### src/rtl/div_unit_pkg.sv
// Shared definitions for the EX-stage divider: widths and FSM state codes.
package div_unit_pkg;

    localparam int DIV_W     = 32;
    localparam int DIV_CNT_W = 6;

    typedef enum logic [1:0] {
        DIV_IDLE = 2'd0,
        DIV_BUSY = 2'd1,
        DIV_DONE = 2'd2
    } div_state_e;

    // A value is negative only when it is treated as signed and its MSB is set.
    function automatic logic is_negative(input logic msb, input logic is_signed);
        return msb & is_signed;
    endfunction

endpackage

### src/rtl/div_unit_if.sv
// EX-stage <-> divider handshake: operands and controls in, stall/ready/result out.
interface div_unit_if
    import div_unit_pkg::*;
#(
    parameter int DATA_W = DIV_W
);

    logic                  start_i;
    logic                  signed_i;
    logic                  annul_i;
    logic [DATA_W-1:0]     a_i;
    logic [DATA_W-1:0]     b_i;
    logic                  stall_o;
    logic                  ready_o;
    logic [2*DATA_W-1:0]   result_o;

    modport master (
        output start_i, signed_i, annul_i, a_i, b_i,
        input  stall_o, ready_o, result_o
    );

    modport slave (
        input  start_i, signed_i, annul_i, a_i, b_i,
        output stall_o, ready_o, result_o
    );

endinterface

### src/rtl/div_unit.sv
// Multi-cycle radix-2 restoring divider for DIV/DIVU. Holds the pipeline
// while iterating and presents {HI=remainder, LO=quotient} with a ready pulse.
module div_unit
    import div_unit_pkg::*;
#(
    parameter int DATA_W = DIV_W,
    parameter int CNT_W  = DIV_CNT_W
) (
    input  logic      clk,
    input  logic      resetn,
    div_unit_if.slave bus
);

    div_state_e          state_r;
    logic [CNT_W-1:0]    count_r;
    logic [DATA_W-1:0]   rem_r;
    logic [DATA_W-1:0]   quo_r;
    logic [DATA_W-1:0]   divisor_r;
    logic [DATA_W-1:0]   a_raw_r;
    logic                a_neg_r;
    logic                q_neg_r;
    logic                dz_r;
    logic                ready_r;
    logic [2*DATA_W-1:0] result_r;

    logic [DATA_W:0]     shift_s;
    logic [DATA_W:0]     trial_s;
    logic [DATA_W-1:0]   rem_nxt_s;
    logic [DATA_W-1:0]   quo_nxt_s;
    logic [DATA_W-1:0]   neg_in0_s;
    logic [DATA_W-1:0]   neg_in1_s;
    logic [DATA_W-1:0]   neg0_s;
    logic [DATA_W-1:0]   neg1_s;
    logic [DATA_W-1:0]   quo_fix_s;
    logic [DATA_W-1:0]   rem_fix_s;
    logic                a_neg_s;
    logic                b_neg_s;
    logic                last_s;

    function automatic logic [DATA_W-1:0] negate(input logic [DATA_W-1:0] v);
        return {DATA_W{1'b0}} - v;
    endfunction

    // One restoring step. Since rem < divisor, the shifted value is below
    // 2*divisor, so bit DATA_W of the difference is set exactly on borrow.
    always_comb begin
        shift_s   = {rem_r, quo_r[DATA_W-1]};
        trial_s   = shift_s - {1'b0, divisor_r};
        rem_nxt_s = {DATA_W{1'b0}};
        quo_nxt_s = {DATA_W{1'b0}};
        if (trial_s[DATA_W] == 1'b0) begin
            rem_nxt_s = trial_s[DATA_W-1:0];
            quo_nxt_s = {quo_r[DATA_W-2:0], 1'b1};
        end else begin
            rem_nxt_s = shift_s[DATA_W-1:0];
            quo_nxt_s = {quo_r[DATA_W-2:0], 1'b0};
        end
    end

    // The two negators take operand magnitudes in IDLE and fix result signs otherwise.
    always_comb begin
        a_neg_s   = is_negative(bus.a_i[DATA_W-1], bus.signed_i);
        b_neg_s   = is_negative(bus.b_i[DATA_W-1], bus.signed_i);
        neg_in0_s = {DATA_W{1'b0}};
        neg_in1_s = {DATA_W{1'b0}};
        if (state_r == DIV_IDLE) begin
            neg_in0_s = bus.a_i;
            neg_in1_s = bus.b_i;
        end else begin
            neg_in0_s = quo_nxt_s;
            neg_in1_s = rem_nxt_s;
        end
        neg0_s    = negate(neg_in0_s);
        neg1_s    = negate(neg_in1_s);
        quo_fix_s = q_neg_r ? neg0_s : quo_nxt_s;
        rem_fix_s = a_neg_r ? neg1_s : rem_nxt_s;
        last_s    = (count_r == CNT_W'(DATA_W - 1));
    end

    // Control FSM and datapath registers; result is captured on entry to DONE.
    always_ff @(posedge clk) begin
        if (!resetn) begin
            state_r   <= DIV_IDLE;
            count_r   <= {CNT_W{1'b0}};
            rem_r     <= {DATA_W{1'b0}};
            quo_r     <= {DATA_W{1'b0}};
            divisor_r <= {DATA_W{1'b0}};
            a_raw_r   <= {DATA_W{1'b0}};
            a_neg_r   <= 1'b0;
            q_neg_r   <= 1'b0;
            dz_r      <= 1'b0;
            ready_r   <= 1'b0;
            result_r  <= {(2*DATA_W){1'b0}};
        end else begin
            case (state_r)
                DIV_IDLE: begin
                    ready_r <= 1'b0;
                    if (bus.start_i && !bus.annul_i) begin
                        state_r   <= DIV_BUSY;
                        count_r   <= {CNT_W{1'b0}};
                        rem_r     <= {DATA_W{1'b0}};
                        quo_r     <= a_neg_s ? neg0_s : bus.a_i;
                        divisor_r <= b_neg_s ? neg1_s : bus.b_i;
                        a_raw_r   <= bus.a_i;
                        a_neg_r   <= a_neg_s;
                        q_neg_r   <= a_neg_s ^ b_neg_s;
                        dz_r      <= (bus.b_i == {DATA_W{1'b0}});
                    end else begin
                        state_r <= DIV_IDLE;
                    end
                end
                DIV_BUSY: begin
                    if (bus.annul_i) begin
                        state_r <= DIV_IDLE;
                        ready_r <= 1'b0;
                    end else if (dz_r) begin
                        state_r  <= DIV_DONE;
                        ready_r  <= 1'b1;
                        result_r <= {a_raw_r, {DATA_W{1'b1}}};
                    end else begin
                        rem_r   <= rem_nxt_s;
                        quo_r   <= quo_nxt_s;
                        count_r <= count_r + CNT_W'(1);
                        if (last_s) begin
                            state_r  <= DIV_DONE;
                            ready_r  <= 1'b1;
                            result_r <= {rem_fix_s, quo_fix_s};
                        end else begin
                            state_r <= DIV_BUSY;
                        end
                    end
                end
                DIV_DONE: begin
                    state_r <= DIV_IDLE;
                    ready_r <= 1'b0;
                end
                default: begin
                    state_r <= DIV_IDLE;
                    ready_r <= 1'b0;
                end
            endcase
        end
    end

    // Stall covers the accepting IDLE cycle and all of BUSY; it drops in DONE.
    assign bus.stall_o  = ((state_r == DIV_IDLE) & bus.start_i & ~bus.annul_i) |
                          (state_r == DIV_BUSY);
    assign bus.ready_o  = ready_r & ~bus.annul_i;
    assign bus.result_o = result_r;

endmodule

### src/flat_wrapper.sv
// flat-port wrapper written by rule: the top's interface ports become plain ports
module div_unit_flat import div_unit_pkg::*;
#(
    parameter int DATA_W = DIV_W,
    parameter int CNT_W  = DIV_CNT_W
)
  (clk, resetn, bus_start_i, bus_signed_i, bus_annul_i, bus_a_i, bus_b_i, bus_stall_o, bus_ready_o, bus_result_o);
  div_unit_if #(.DATA_W(DATA_W)) bus_i ();
  input  logic clk;
  input  logic resetn;
  input wire logic [$bits(bus_i.start_i)-1:0] bus_start_i;
  input wire logic [$bits(bus_i.signed_i)-1:0] bus_signed_i;
  input wire logic [$bits(bus_i.annul_i)-1:0] bus_annul_i;
  input wire logic [$bits(bus_i.a_i)-1:0] bus_a_i;
  input wire logic [$bits(bus_i.b_i)-1:0] bus_b_i;
  output wire logic [$bits(bus_i.stall_o)-1:0] bus_stall_o;
  output wire logic [$bits(bus_i.ready_o)-1:0] bus_ready_o;
  output wire logic [$bits(bus_i.result_o)-1:0] bus_result_o;
  assign bus_i.start_i = bus_start_i;
  assign bus_i.signed_i = bus_signed_i;
  assign bus_i.annul_i = bus_annul_i;
  assign bus_i.a_i = bus_a_i;
  assign bus_i.b_i = bus_b_i;
  assign bus_stall_o = bus_i.stall_o;
  assign bus_ready_o = bus_i.ready_o;
  assign bus_result_o = bus_i.result_o;
  div_unit #(.DATA_W(DATA_W), .CNT_W(CNT_W)) u_core (.clk(clk), .resetn(resetn), .bus(bus_i));
endmodule
### config.mk
export PLATFORM = sky130hd
export DESIGN_NAME = div_unit_flat
export DESIGN_NICKNAME = d
export VERILOG_FILES = /design/src/rtl/div_unit_pkg.sv /design/src/rtl/div_unit_if.sv /design/src/rtl/div_unit.sv /design/src/flat_wrapper.sv
export SDC_FILE = /design/constraint.sdc
export NUM_CORES = 1
export LEC_CHECK = 0
export BUFFER_PORTS_ARGS = -buffer_cell sky130_fd_sc_hd__buf_2
export CORE_MARGIN = 4
export CORE_UTILIZATION = 30
export CTS_BUF_LIST = sky130_fd_sc_hd__clkbuf_8
export CTS_CLUSTER_SIZE = 24
export DETAILED_ROUTE_END_ITERATION = 10
export PLACE_DENSITY_LB_ADDON = 0.1
export SETUP_SLACK_MARGIN = 0.5
export SLEW_MARGIN = 20
export SYNTH_ARGS = -nofsm -noshare
export SYNTH_HDL_FRONTEND = slang
export SYNTH_SLANG_ARGS = --single-unit
### constraint.sdc
create_clock -name clk -period 7 [get_ports clk]
set_clock_uncertainty 0.1 [all_clocks]
set_input_delay 0.7 -clock clk [delete_from_list [all_inputs] [get_ports clk]]
set_output_delay 0.7 -clock clk [all_outputs]
set_load 0.01 [all_outputs]
## Word-level counts from Yosys, hierarchy flattened

Cells that the tools add are included.

| operators by class | value |
|---|---|
| add/subtract/negate cells | 4 |
| $mul | 0 |
| div/mod/pow operators | 0 |
| magnitude comparators | 0 |
| equal/unequal tests | 5 |
| shifts and indexed selects | 0 |
| multiplexer cells | 29 |
| bitwise operators | 10 |
| reductions and logical operators | 10 |

Operators by type and width:

| cell | number |
|---|---|
| 32-bit 2-to-1 mux | 13 |
| 64-bit 2-to-1 mux | 2 |
| 32-bit one-hot mux with 2 select lines | 2 |
| 1-bit by 32-bit subtractor with 32-bit output (first input constant) | 2 |
| 33-bit by 32-bit subtractor with 33-bit output | 1 |
| 32-bit logical NOT | 1 |
| 6-bit 2-to-1 mux | 3 |
| 6-bit one-hot mux with 2 select lines | 1 |
| 6-bit by 1-bit adder with 6-bit output (second input constant) | 1 |
| 6-bit by 5-bit equality test with 1-bit output (second input constant) | 1 |
| 2-bit 2-to-1 mux | 3 |
| 1-bit AND | 5 |
| 1-bit 2-to-1 mux | 4 |
| 2-bit inequality test (second input constant) | 2 |
| 2-bit one-hot mux with 2 select lines | 1 |
| 4-bit AND reduction | 1 |
| 2-bit nonzero test | 2 |
| 1-bit inverter | 3 |
| 3-bit AND reduction | 1 |
| 3-bit OR reduction | 1 |
| 2-bit by 1-bit equality test with 1-bit output (second input constant) | 1 |
| 2-bit logical NOT | 1 |
| 2-bit by 1-bit inequality test with 1-bit output (second input constant) | 1 |
| 2-bit AND reduction | 1 |
| 4 further kinds | 4 |

| storage, ports and cells | value |
|---|---|
| register bits | 204 |
| bits in latches | 0 |
| bits in writable memories | 0 |
| memory bits (read-only) | 0 |
| bits of input ports | 69 |
| output and inout port bits | 66 |
| logic and storage cells | 69 |
| memories kept | 0 |

## Logic depth before layout (Yosys ltp)

| depth | value |
|---|---|
| depth in word-level cells | 7 |
| gate-level depth with buffers | 29 |
| gate-level depth less buffers | 22 |

## Worst setup path before layout

No wires, ideal clock.

| timing path | value |
|---|---|
| kind | reg-to-reg |
| start | register u_core.quo_r[31] |
| end | register u_core.divisor_r[30] |
| library setup time | 0.120 ns |
| data arrival time | 5.849 ns |
| data required time | 6.780 ns |
| slack | 0.932 ns |
| cell stages (with the launch flop) | 29 |
| buffers on the path | 6 |
| period minus slack after synthesis | 6.068 ns |
| path through | dfxtp_1 inv_1 ha_1 inv_1 fa_1 a211oi_1 o211ai_2 a31oi_4 a2111o_1 nand4_1 buf_2 nand2_1 buf_2 buf_2 buf_2 buf_2 mux2i_1 nand2_1 o21ai_0 ha_1 clkbuf_1 nand2_1 a2111oi_2 a211oi_1 or3_4 nor4_2 nand3_1 xor2_1 o31a_1 |

| on the way | value |
|---|---|
| word-level cells in the longest chain between the ends | 5 |

Ends and longest elaborated chain:

| item | RTL line | source |
|---|---|---|
| start: declaration | div_unit.sv:17 | `logic [DATA_W-1:0] quo_r;` |
| start signal: assignment | div_unit.sv:86 | `quo_r <= {DATA_W{1'b0}};` |
| start signal: assignment | div_unit.sv:102 | `quo_r <= a_neg_s ? neg0_s : bus.a_i;` |
| start signal: assignment | div_unit.sv:122 | `quo_r <= quo_nxt_s;` |
| 33-bit by 32-bit subtractor with 33-bit output | div_unit.sv:48 | `trial_s = shift_s - {1'b0, divisor_r};` |
| 32-bit 2-to-1 mux (*) | div_unit.sv:51 | `if (trial_s[DATA_W] == 1'b0) begin` |
| 32-bit 2-to-1 mux (*) | div_unit.sv:66 | `if (state_r == DIV_IDLE) begin` |
| 1-bit by 32-bit subtractor with 32-bit output (*) | div_unit.sv:41 | `return {DATA_W{1'b0}} - v;` |
| 32-bit 2-to-1 mux (*) | div_unit.sv:103 | `divisor_r <= b_neg_s ? neg1_s : bus.b_i;` |
| end signal: assignment | div_unit.sv:87 | `divisor_r <= {DATA_W{1'b0}};` |
| end signal: assignment | div_unit.sv:103 |  |
| end: declaration | div_unit.sv:18 | `logic [DATA_W-1:0] divisor_r;` |

Every way passes the cells marked *; elsewhere a longest branch is shown, timed or not.
A chain may end at the register's enable or synchronous reset.

## Worst setup path after layout

Same ends and word-level chain as after synthesis.

==> flow_metrics.py <==
metrics = {
    "run_status": {
        "status": "finished, final reports clean",
    },
    "grt": {
        "grt_max_degree": 78,
        "grt_pass1_vias": 14800,
        "grt_remaining_overflow": 0,
        "grt_use_total_pct": 24.5,
        "grt_pass1_wl_um": 96600,
        "antenna_found_initial": 2,
    },
    "sta": {
        "fmax_mhz": 167,
        "period_minus_slack_ps": 6000,
        "setup_violations": 0,
        "period_share_pct": 85.7,
        "finalMaxSlewViolations": 0,
        "final.setup.tns_ps": 0,
        "finalHoldViolCount": 0,
        "worst_pin_slew_ps": 1150,
        "slew_headroom_pct": 22.3,
        "fin_ws_ps": 1000,
        "rsz0062_at_grt": "false",
    },
    "logic_synthesis": {
        "synth_compound_area_share_pct": 29.5,
        "synth-seq-cells": 204,
        "ys_top_cells_by_count": "297 x nand2_1, 233 x nor2_1, 204 x dfxtp_1, 188 x a21oi_1, 137 x o21ai_0",
        "synthXorXnorAreaFrac_pct": 6.17,
        "synthAdderAreaFrac_pct": 3.19,
        "ys_types": 86,
        "async_flop_share_pct": 0,
        "yosysWarnings": 0,
        "synth_edf_count": 0,
        "synth_top_area_share_pct": 28.5,
        "yosysTopAreaCell": "dfxtp_1",
        "syn_nets": 2116,
        "ys.flop_type": "dfxtp_1",
        "ys_seq_area_share_pct": 28.5,
        "synth_top_family_by_area": "compound AO/OA/AOI/OAI gates",
        "synthMuxAreaShare_pct": 2.99,
        "post-synth-top-count-cell": "nand2_1",
        "yosys-top-cells-area": "dfxtp_1 28%, nand2_1 7.8%, a21oi_1 6.6%, nor2_1 6.1%, o21ai_0 4.8%",
        "synth_area_um2": 14300,
        "synth-simple-area-share_pct": 24.1,
        "synth.avg_cell_area_um2": 7.13,
        "netlist_instances": 2011,
    },
    "cts": {
        "root_buffer": "clkbuf_8",
        "clockBufferDepth": 3,
        "clk_latency_ps": 640,
        "clkTransAtPathRegs_ps": 60,
        "numClockSinks": 204,
        "holdBufCountCts": 0,
        "htreeDepth": 2,
        "cts_setup_buffers": 0,
        "ctsResizeCount": 0,
        "cts_tree": "built",
        "cts_buffers": 42,
    },
    "die": {
        "io_pins": 135,
        "dieWidth_um": 227,
        "core-area_um2": 46900,
        "start_util_pct": 30.6,
        "die_area_um2": 51400,
        "die_h_um": 227,
        "rows": 79,
    },
    "route": {
        "drc_errors": 0,
        "viasPerCell": 5.77,
        "num_vias": 15700,
        "routedWlPerCell_um": 23.9,
        "first_pass_iters": 5,
        "detail-route-antenna-nets": 0,
        "drt_wl_total_um": 64800,
        "drt_iter0_markers": 1349,
    },
    "finish": {
        "synthToLayoutAreaGrowth_pct": 14.5,
        "nNetsFinal": 2179,
        "fillers": 5145,
        "drive_gt1_share_pct": 14.0,
        "post-route-util_pct": 35.1,
        "layoutNonFillerInstCount": 2715,
    },
    "worst_setup_path": {
        "path_class": "flip-flop to flip-flop",
        "worstRegToRegCells": 22,
        "worst_setup_path_start_kind": "flip-flop",
        "cp_max_fo": 14,
        "crit_chain": "inv_1, ha_1, inv_1, fa_1, a211oi_2, o211ai_2, a31oi_4, a2111o_1, a31o_2, a21oi_1, or2_2, mux2i_1, ha_1, buf_4, nor4b_1, a211oi_1, buf_4, or3_4, nor4_2, nand3_1, xor2_1, o31a_1",
        "slowest_delay_ps": 500,
        "path_buf_inv": 4,
        "cp_data_required_time_ps": 7420,
        "cp_slowest_cell": "or3_4",
        "end_kind": "flip-flop",
        "cp.depth": 22,
        "arrival_ps": 6410,
        "cp_top_family": "compound AO/OA/AOI/OAI gates",
    },
    "worst_hold_path": {
        "min_path_cells": 3,
        "worstHoldPathType": "input port to flip-flop",
    },
    "placement": {
        "gp_congestion": 0.903,
        "io_buffers": 134,
        "hpwl_um": 46000,
        "dp.cells": 2637,
        "pre_cts_ws_ps": 643,
    },
    "pwr": {
        "ir_worst_vdd_uv": 111,
        "p_leak_uw": 0.00621,
        "power.density_nw_per_um2": 200,
        "power_uw": 3280,
    },
    "job": {
        "maxCapViolations": 0,
    },
}
## layout by cell type, fill, tap and decap left out, types with 41 or more instances in the layout
master,n
nand2_1,296
nor2_1,230
dfxtp_1,203
a21oi_1,188
o21ai_0,136
buf_2,134
inv_1,60
clkbuf_8,56
a31oi_1,54
nor3_1,53
xnor2_1,52
xor2_1,49
nand3_1,41
buf_4,41
## state kept, by name, summed over array words and instances (netlist names)
| name | count |
|---|---|
| u_core.count_r | 6 |
| u_core.q_neg_r | 1 |
| u_core.ready_r | 1 |
| u_core.rem_r | 32 |
| u_core.dz_r | 1 |
| u_core.state_r | 2 |
| u_core.a_raw_r | 32 |
| u_core.a_neg_r | 1 |
| u_core.quo_r | 32 |
| u_core.bus.result_o | 64 |
| u_core.divisor_r | 32 |
## through the flow
| stage | hold slack, ps | instance area (um2) |
|---|---|---|
| 2_1_floorplan | 331 | 14300 |
| 3_3_place_gp | 327 | 15500 |
| 3_5_place_dp | 329 | 15500 |
| 4_1_cts | 207 | 16400 |
| 5_1_grt | 249 | 16400 |
| 6_report | 255 | 16400 |
## worst min-delay path, cell delays in order
cell and delay [ps]:
buf_2 130, nand2_1 60, a21oi_1 50
## layout make-up
cell class	instances	area [um2]	share of cell area (%)
multi-input cells	1603	9510	57.9
flip-flops and latches	204	4090	24.9
repair buffers	175	978	5.96
clock buffers	56	771	4.69
well taps	607	759	4.62
inverters	48	183	1.11
clock inverters	20	126	0.770
diodes	2	5.00	0.0305
## logic make-up (layout without fill, tap and decap cells)
group | Yosys count | after routing
flip-flops | 204 | 204
multiplexers | 42 | 42
AO/OA/AOI/OAI | 655 | 655
adder cells (fa/ha/maj) | 36 | 36
buffers and inverters | 204 | 299
AND/OR/NAND/NOR | 769 | 769
XOR/XNOR | 101 | 101
other | 0 | 2
## per-layer routing
metal  track usage (%)  wire length (um)
met1              33.5             29100
met2              39.4             29300
met3              4.01              4340
met4              7.93              2170
met5                 0                 0
## final timing paths
path	startpoint	to	slack (ps)
hold reg to reg	u_core.bus.result_o[51]$_SDFFE_PN0P_	u_core.bus.result_o[51]$_SDFFE_PN0P_	330
setup / recovery	u_core.quo_r[31]$_SDFFE_PN0P_	u_core.divisor_r[30]$_SDFFE_PN0P_	1000
setup reg to reg	u_core.quo_r[31]$_SDFFE_PN0P_	u_core.divisor_r[30]$_SDFFE_PN0P_	1000
hold / removal	bus_a_i[12]	u_core.a_raw_r[12]$_SDFFE_PN0P_	250
## power by group
group / internal [uW] / leakage [uW] / total, uW / switching (uW)
Clock: 755 / 0.000515 / 1370 / 613
Combinational: 216 / 0.00404 / 688 / 472
Sequential: 1200 / 0.00166 / 1230 / 31.9
No activity file was read; power rests on OpenSTA's default activity.
